$ cat src/rtl/fpu_pkg.sv
// Shared definitions for the parametrised FP adder/subtractor.
//   state_t        : sequencer states, one operation in flight
//   ST_*           : bit positions inside the one-hot status word
//   bias_of/word_w : format helpers derived from exponent/fraction widths
//   exp_ones       : exponent value that encodes infinity
package fpu_pkg;

  typedef enum logic [2:0] {
    S_IDLE,
    S_ALIGN,
    S_ADD,
    S_NORM,
    S_ROUND,
    S_DONE
  } state_t;

  localparam int ST_EXACT     = 0;
  localparam int ST_OVERFLOW  = 1;
  localparam int ST_UNDERFLOW = 2;
  localparam int ST_INEXACT   = 3;
  localparam int STATUS_W     = 4;

  localparam logic [STATUS_W-1:0] STATUS_NONE = '0;

  function automatic int bias_of(input int exp_w);
    return (1 << (exp_w - 1)) - 1;
  endfunction

  function automatic int word_w(input int exp_w, input int man_w);
    return 1 + exp_w + man_w;
  endfunction

  function automatic int exp_ones(input int exp_w);
    return (1 << exp_w) - 1;
  endfunction

  function automatic logic [STATUS_W-1:0] status_onehot(input int idx);
    return STATUS_W'(1) << idx;
  endfunction

endpackage

$ cat src/rtl/fpu_lzc.sv
// Combinational leading-zero counter.
//   vec  : field to scan, MSB first
//   cnt  : number of zeros above the most significant set bit (WIDTH if none)
//   zero : vec is all zeros
module fpu_lzc #(
  parameter  int WIDTH = 27,
  localparam int CNT_W = $clog2(WIDTH + 1)
) (
  input  logic [WIDTH-1:0] vec,
  output logic [CNT_W-1:0] cnt,
  output logic             zero
);

  // Scan upward so the highest set bit is the last to write cnt.
  always_comb begin
    cnt  = CNT_W'(WIDTH);
    zero = ~|vec;
    for (int i = 0; i < WIDTH; i++) begin
      if (vec[i]) cnt = CNT_W'(WIDTH - 1 - i);
    end
  end

endmodule

$ cat src/rtl/fpu_addsub.sv
// Multi-cycle floating-point adder/subtractor, {sign, exp, frac} format with
// hidden one, exp==0 is zero, exp==all-ones is infinity, no NaN.
// Round to nearest even on guard/round/sticky.
//   clock, reset          : rising-edge clock, async active-high reset
//   in_valid/in_ready     : operand handshake, accepted only in IDLE
//   op_sub                : 1 selects A-B (B sign flipped at capture)
//   op_A_in/op_B_in       : operands
//   out_valid/out_ready   : result handshake, result held until taken
//   data_out              : result word
//   status_out            : one-hot {INEXACT, UNDERFLOW, OVERFLOW, EXACT}
module fpu_addsub_param
  import fpu_pkg::*;
#(
  parameter  int EXP_W = 6,
  parameter  int MAN_W = 25,
  localparam int W     = word_w(EXP_W, MAN_W)
) (
  input  logic                clock,
  input  logic                reset,
  input  logic                in_valid,
  output logic                in_ready,
  input  logic                op_sub,
  input  logic [W-1:0]        op_A_in,
  input  logic [W-1:0]        op_B_in,
  output logic                out_valid,
  input  logic                out_ready,
  output logic [W-1:0]        data_out,
  output logic [STATUS_W-1:0] status_out
);

  localparam int SIG_W   = MAN_W + 1;       // hidden one + fraction
  localparam int EXT_W   = SIG_W + 3;       // plus guard, round, sticky
  localparam int SUM_W   = EXT_W + 1;       // plus carry
  localparam int LZ_W    = MAN_W + 2;       // hidden, fraction, guard
  localparam int CNT_W   = $clog2(LZ_W + 1);
  localparam int XE_W    = ((EXP_W > CNT_W) ? EXP_W : CNT_W) + 2;
  localparam int EXP_MAX = exp_ones(EXP_W);
  localparam logic [EXP_W-1:0] EXP_ONES = EXP_W'(EXP_MAX);

  state_t state;

  // captured operands (B already carries the effective sign)
  logic             a_s, b_s;
  logic [EXP_W-1:0] a_e, b_e;
  logic [MAN_W-1:0] a_f, b_f;

  // pipeline of working values, one stage per state
  logic                   r_sign, eff_sub;
  logic [EXP_W-1:0]       r_exp;
  logic [EXT_W-1:0]       big_sig, small_sig;
  logic [SUM_W-1:0]       sum;
  logic signed [XE_W-1:0] n_exp;
  logic [EXT_W-1:0]       n_mant;
  logic                   n_zero;

  // ---------------------------------------------------------------- align
  logic             swap, al_big_s, al_small_s;
  logic [EXP_W-1:0] al_big_e, al_diff;
  logic [SIG_W-1:0] al_big_sig, al_small_sig;
  logic [EXT_W-1:0] al_small_ext, al_shifted;

  always_comb begin
    // {exp, frac} compares as magnitude because exp sits above frac
    swap         = {b_e, b_f} > {a_e, a_f};
    al_big_s     = swap ? b_s : a_s;
    al_small_s   = swap ? a_s : b_s;
    al_big_e     = swap ? b_e : a_e;
    al_big_sig   = swap ? {|b_e, b_f} : {|a_e, a_f};
    al_small_sig = swap ? {|a_e, a_f} : {|b_e, b_f};
    al_diff      = al_big_e - (swap ? a_e : b_e);
    al_small_ext = {al_small_sig, 3'b000};
    if (32'(al_diff) >= 32'(EXT_W - 1))
      al_shifted = {{(EXT_W-1){1'b0}}, |al_small_ext};
    else
      al_shifted = (al_small_ext >> al_diff)
                 | EXT_W'(|(al_small_ext & ~({EXT_W{1'b1}} << al_diff)));
  end

  // ----------------------------------------------------------------- norm
  // With exponent gap >= 2 a subtraction loses at most one bit of
  // magnitude, and with gap <= 1 round/sticky stay clear, so scanning
  // hidden..guard is enough to find the leading one or detect zero.
  logic [CNT_W-1:0] lz_cnt;
  logic             lz_zero;

  fpu_lzc #(.WIDTH(LZ_W)) u_lzc (
    .vec  (sum[EXT_W-1:2]),
    .cnt  (lz_cnt),
    .zero (lz_zero)
  );

  // ---------------------------------------------------------------- round
  logic                   rnd_g, rnd_r, rnd_s, rnd_up, a_inf, b_inf;
  logic [SIG_W:0]         rnd_mant;
  logic signed [XE_W-1:0] f_exp;
  logic [MAN_W-1:0]       f_frac;
  logic [W-1:0]           res_data;
  logic [STATUS_W-1:0]    res_status;

  always_comb begin
    rnd_g    = n_mant[2];
    rnd_r    = n_mant[1];
    rnd_s    = n_mant[0];
    rnd_up   = rnd_g & (rnd_r | rnd_s | n_mant[3]);
    rnd_mant = {1'b0, n_mant[EXT_W-1:3]} + (SIG_W+1)'(rnd_up);
    f_exp    = n_exp + XE_W'(rnd_mant[SIG_W]);
    // a mantissa carry-out leaves the fraction all zero either way
    f_frac   = rnd_mant[SIG_W] ? rnd_mant[MAN_W:1] : rnd_mant[MAN_W-1:0];
    a_inf    = &a_e;
    b_inf    = &b_e;
    if (a_inf | b_inf) begin
      // inf + (-inf) resolves to A's infinity
      res_data   = {a_inf ? a_s : b_s, EXP_ONES, {MAN_W{1'b0}}};
      res_status = status_onehot(ST_OVERFLOW);
    end else if (n_zero) begin
      res_data   = '0;
      res_status = status_onehot(ST_EXACT);
    end else if (f_exp >= $signed(XE_W'(EXP_MAX))) begin
      res_data   = {r_sign, EXP_ONES, {MAN_W{1'b0}}};
      res_status = status_onehot(ST_OVERFLOW);
    end else if (f_exp[XE_W-1] | ~|f_exp) begin
      res_data   = {r_sign, {(W-1){1'b0}}};
      res_status = status_onehot(ST_UNDERFLOW);
    end else begin
      res_data   = {r_sign, f_exp[EXP_W-1:0], f_frac};
      res_status = (rnd_g | rnd_r | rnd_s) ? status_onehot(ST_INEXACT)
                                           : status_onehot(ST_EXACT);
    end
  end

  // ------------------------------------------------------------ sequencer
  always_ff @(posedge clock or posedge reset) begin
    if (reset) begin
      state      <= S_IDLE;
      in_ready   <= 1'b1;
      out_valid  <= 1'b0;
      data_out   <= '0;
      status_out <= STATUS_NONE;
      a_s        <= 1'b0;
      a_e        <= '0;
      a_f        <= '0;
      b_s        <= 1'b0;
      b_e        <= '0;
      b_f        <= '0;
      r_sign     <= 1'b0;
      eff_sub    <= 1'b0;
      r_exp      <= '0;
      big_sig    <= '0;
      small_sig  <= '0;
      sum        <= '0;
      n_exp      <= '0;
      n_mant     <= '0;
      n_zero     <= 1'b0;
    end else begin
      case (state)
        S_IDLE: begin
          if (in_valid) begin
            // nonzero fractions under a zero exponent flush to zero
            a_s      <= op_A_in[W-1];
            a_e      <= op_A_in[W-2 -: EXP_W];
            a_f      <= (op_A_in[W-2 -: EXP_W] == '0) ? '0 : op_A_in[MAN_W-1:0];
            b_s      <= op_B_in[W-1] ^ op_sub;
            b_e      <= op_B_in[W-2 -: EXP_W];
            b_f      <= (op_B_in[W-2 -: EXP_W] == '0) ? '0 : op_B_in[MAN_W-1:0];
            in_ready <= 1'b0;
            state    <= S_ALIGN;
          end
        end
        S_ALIGN: begin
          r_sign    <= al_big_s;
          r_exp     <= al_big_e;
          big_sig   <= {al_big_sig, 3'b000};
          small_sig <= al_shifted;
          eff_sub   <= al_big_s ^ al_small_s;
          state     <= S_ADD;
        end
        S_ADD: begin
          // big >= small after alignment, so the difference never wraps
          sum   <= eff_sub ? ({1'b0, big_sig} - {1'b0, small_sig})
                           : ({1'b0, big_sig} + {1'b0, small_sig});
          state <= S_NORM;
        end
        S_NORM: begin
          if (sum[SUM_W-1]) begin
            n_mant <= {sum[SUM_W-1:2], sum[1] | sum[0]};
            n_exp  <= XE_W'(r_exp) + XE_W'(1);
            n_zero <= 1'b0;
          end else begin
            n_mant <= sum[EXT_W-1:0] << lz_cnt;
            n_exp  <= XE_W'(r_exp) - XE_W'(lz_cnt);
            n_zero <= lz_zero;
          end
          state <= S_ROUND;
        end
        S_ROUND: begin
          data_out   <= res_data;
          status_out <= res_status;
          out_valid  <= 1'b1;
          state      <= S_DONE;
        end
        S_DONE: begin
          if (out_ready) begin
            out_valid <= 1'b0;
            in_ready  <= 1'b1;
            state     <= S_IDLE;
          end
        end
        default: state <= S_IDLE;
      endcase
    end
  end

endmodule

$ cat config.mk
export PLATFORM = sky130hd
export DESIGN_NAME = fpu_addsub_param
export DESIGN_NICKNAME = d
export VERILOG_FILES = /design/src/rtl/fpu_pkg.sv /design/src/rtl/fpu_lzc.sv /design/src/rtl/fpu_addsub.sv
export SDC_FILE = /design/constraint.sdc
export NUM_CORES = 1
export LEC_CHECK = 0
export CAP_MARGIN = 25
export CELL_PAD_IN_SITES_DETAIL_PLACEMENT = 0
export CELL_PAD_IN_SITES_GLOBAL_PLACEMENT = 1
export CORE_MARGIN = 5
export CORE_UTILIZATION = 45
export DETAILED_ROUTE_END_ITERATION = 7
export PLACE_DENSITY_LB_ADDON = 0.1
export SYNTH_ARGS = -nofsm -noshare
export SYNTH_HDL_FRONTEND = slang
export SYNTH_SLANG_ARGS = --single-unit
$ cat constraint.sdc
create_clock -name clock -period 8.5 [get_ports clock]
set_input_delay 0.85 -clock clock [delete_from_list [all_inputs] [get_ports clock]]
set_output_delay 0.85 -clock clock [all_outputs]
set_load 0.02 [all_outputs]
==> qor_table.md <==
| Metric | Value | Unit |
|---|---|---|
| Launch point of the worst reg-to-reg path | a_e[0] | - |
| Maximum buffer depth of the clock tree | 3 | - |
| Antenna violation net count after detailed routing | 0 | - |
| Footprint of the multi-input gates | 10810 | µm² |
| Maximum number of pins on one net before global-route repair | 106 | - |
| Die footprint | 43480 | µm² |
| GPL Wtd Cong | 0.9209 | - |
| Leading cell types by total area after synthesis | sky130_fd_sc_hd__dfrtp_1 33%, sky130_fd_sc_hd__ha_1 6.6%, sky130_fd_sc_hd__mux2i_1 5.8% | - |
| Worst Path Arrival | 6.46 | ns |
| Fraction of registers with async set or reset after synthesis | 100.0 | % |
| Number of iterations in the first detailed-routing pass | 5 | - |
| Number of warnings issued by yosys | 0 | - |
| Count of endpoints failing setup in the final report | 0 | - |
| Count of standard-cell rows | 72 | - |
| Sequential share of the synthesized area | 33.31 | % |
| Setup repair after global routing missed its margin | false | - |
| Proportion of netlist area held by the largest area contributor | 33.16 | % |
| Later-pin clock latency in the skew report | 0.58 | ns |
| Pre-CTS setup slack | 2.532 | ns |
| Number of port buffers | 106 | - |
| Antenna Cells | 0 | - |
| Top fanout value on the critical path | 34 | - |
| First-pass GRT wire length | 90570 | µm |
| Worst slew margin | 28.73 | % |
| Post-synth net total | 2211 | - |
| Total buffers and inverters traversed by the critical path | 2 | - |
| Effective utilization at floorplan | 45.68 | % |
| Status | completed | - |
| Number of pins with negative max-slew slack in the final report | 0 | - |
| Worst hold-check slack | 0.4653 | ns |
| Number of placed I/O pins | 107 | - |
| Clock input transition at the sequential cells of the worst setup and hold paths | 0.07 | ns |
| Final critical-path share of the clock period | 69.99 | % |
| Clock period minus worst slack | 5.949 | ns |
| Synth unique cells | 100 | - |
| Min-Delay Path Depth | 2 | - |
| Delay of the slowest cell on the worst path | 0.89 | ns |
| Vias per Instance | 6.050 | - |
| Post-layout nets | 2240 | - |
| Uppermost layer routed | met5 | - |
| Max-cap viol count | 0 | - |
| Standard cell core area | 38830 | µm² |
| Worst Setup Start Kind | register | - |
| Cell Area, Synth | 17740 | µm² |
| Overall track demand over capacity in global routing | 25.74 | % |
| Number of stages on the worst setup path | 19 | - |
| Cell with the most instances after synthesis | sky130_fd_sc_hd__dfrtp_1 | - |
| Register cell area after layout | 5907 | µm² |
| Drc violations | 0 | - |
| Total clock buffers created by CTS | 29 | - |
| Met3 wire len | 2911 | µm |
| Number of fill cells in the layout | 3648 | - |
| Final Skew | 0.01571 | ns |
| Number of gates resized after cts | 0 | - |
| TNS Setup | 0 | ns |
| Clock root cell | sky130_fd_sc_hd__clkbuf_16 | - |
| Cell at the slowest stage of the critical path | sky130_fd_sc_hd__ha_1 | - |
| Residual overflow from global routing | 0 | - |
| Total of flip-flops plus latches after synthesis | 236 | - |
| Least-Margin Pin Slew | 1.054 | ns |
| Post-synthesis area per instance | 8.669 | µm² |
| Number of cells traversed by the worst register-to-register path | 19 | - |
| Final routed wirelength across all metal layers | 57630 | µm |
| Number of flops mapped to enable cells by yosys | 0 | - |
| Hold_sp | status_out[0] | - |
| Die W | 208.5 | µm |
| Syn-to-layout area delta | 13.14 | % |
| Final hold violation count | 0 | - |
| Worst endpoint required time | 9.01 | ns |
| Estimated wirelength of the detail-placed design | 43440 | µm |
| Met2 routed WL | 27960 | µm |
| Routed wire per std cell | 22.03 | µm |
| TritonCTS clock tree | built | - |
| Vias in the first global route | 15572 | - |
| Count of buffers added by post-CTS timing repair for setup | 0 | - |
| Crit-path cells | inv_1 > ha_1 > nand4_1 > o221ai_1 > o21ai_1 > a21boi_1 > o21ai_4 > mux2i_1 > ha_1 > clkinv_1 > nor2_1 > a22oi_1 > mux2_2 > o221a_2 > mux2i_1 > nor2_1 > o21ai_0 > o41ai_2 > a31oi_1 | - |
| Worst setup path category | register to register | - |
| Share of cells above drive strength 1 | 8.008 | % |
| Commonest cells post-synth | 235 x sky130_fd_sc_hd__dfrtp_1, 199 x sky130_fd_sc_hd__nand2_1, 173 x sky130_fd_sc_hd__o21ai_0 | - |
| Iteration-0 DRC Markers | 1208 | - |
| Worst hold path type | register to register | - |
| Met1 wire length | 24180 | µm |
| CTS Hold Bufs | 0 | - |
| Largest area contributor in the netlist | sky130_fd_sc_hd__dfrtp_1 | - |
| Reg-to-reg setup timing slack | 2.55 | ns |
| CTS H-tree depth | 1 | - |
| Sink of the worst hold path | status_out[0] | - |
| Final worst setup slack | 2.551 | ns |
| Leading register cell type out of synthesis | sky130_fd_sc_hd__dfrtp_1 | - |
| Top cell family by delay on the critical path | compound AO/OA/AOI/OAI gates | - |
| Peak Freq | 168.1 | MHz |
| Overall via count from detail_route | 15826 | - |
| Floorplan die height | 208.5 | µm |
| Initial antenna violation count | 1 | - |
| Category of the worst setup path capture point | register | - |
| Clock Sink Count | 236 | - |
| Number of cells produced by synthesis | 2046 | - |
| Worst flop-to-flop path endpoint | small_sig[0] | - |
## how the worst max path moves through the flow
stage	slack [ns]	start	to
3_3_place_gp	2.71	a_e[0]	small_sig[0]
2_1_floorplan	1.18	reset	a_e[0]
4_1_cts	2.54	a_e[0]	small_sig[0]
6_report	2.55	a_e[0]	small_sig[0]
3_5_place_dp	2.53	a_e[0]	small_sig[0]
5_1_grt	1.88	a_e[0]	small_sig[0]
## flip-flops by register name, summed over array words and instances, names as in the netlist, 3 cells and up
| signal | flops |
|---|---|
| a_e | 6 |
| a_f | 25 |
| b_e | 6 |
| b_f | 25 |
| big_sig | 26 |
| data_out | 32 |
| n_exp | 8 |
| n_mant | 29 |
| r_exp | 6 |
| small_sig | 29 |
| state | 3 |
| status_out | 4 |
| sum | 30 |
## kinds of logic after synthesis
family                   count (synthesis)  synth area share, %
AO/OA/AOI/OAI                          640                24.14
adder cells (fa/ha/maj)                 96                6.857
flip-flops                             236                33.31
multiplexers                           155                10.91
buffers and inverters                  259                5.912
AND/OR/NAND/NOR                        601                15.86
XOR/XNOR                                59                3.019
## worst min-delay path, delay by kind of cell, from the launching register on
kind / cells / cell delay (ns)
flip-flops: 1 / 0.34
AND/OR/NAND/NOR: 2 / 0.10
## layout by cell type, fill, tap and decap left out, types with 18 or more instances in the layout
cell	n
sky130_fd_sc_hd__dfrtp_1	235
sky130_fd_sc_hd__nand2_1	198
sky130_fd_sc_hd__o21ai_0	173
sky130_fd_sc_hd__nor2_1	152
sky130_fd_sc_hd__a21oi_1	138
sky130_fd_sc_hd__inv_1	119
sky130_fd_sc_hd__clkdlybuf4s50_1	106
sky130_fd_sc_hd__mux2i_1	103
sky130_fd_sc_hd__ha_1	94
sky130_fd_sc_hd__a22o_1	76
sky130_fd_sc_hd__nand3_1	70
sky130_fd_sc_hd__nor3_1	34
sky130_fd_sc_hd__xnor2_1	34
sky130_fd_sc_hd__clkbuf_16	29
sky130_fd_sc_hd__buf_4	26
sky130_fd_sc_hd__mux4_2	25
sky130_fd_sc_hd__mux2_2	23
sky130_fd_sc_hd__xor2_1	22
sky130_fd_sc_hd__nand2b_1	19
sky130_fd_sc_hd__nand4_1	19
sky130_fd_sc_hd__a31oi_1	18
sky130_fd_sc_hd__nor4_1	18
## through the flow
stage               util (%)  cell area [µm²]  std cells
finish                 51.68            20070       2616
global route           51.68            20070       2616
CTS                    51.68            20070       2616
detailed placement     49.22            19110       2562
global placement       49.17            19090       2560
floorplan                  -            17740       2046
## routing by layer
metal,GRT usage (%),vias up
met5,0,-
li1,-,7570
met4,10.01,2
met3,3.419,125
met2,44.06,502
met1,33.18,7627
## final cells by class
class	instances	area share [%]
repair buffers	134	6.360
multi-input cells	1551	53.87
well taps	518	3.230
inverters	123	2.338
clock buffers	40	4.121
flip-flops and latches	236	29.44
clock inverters	14	0.6422
Power is not shown: default switching activity piles up to over one toggle a cycle in this logic, so the estimate is an artifact.
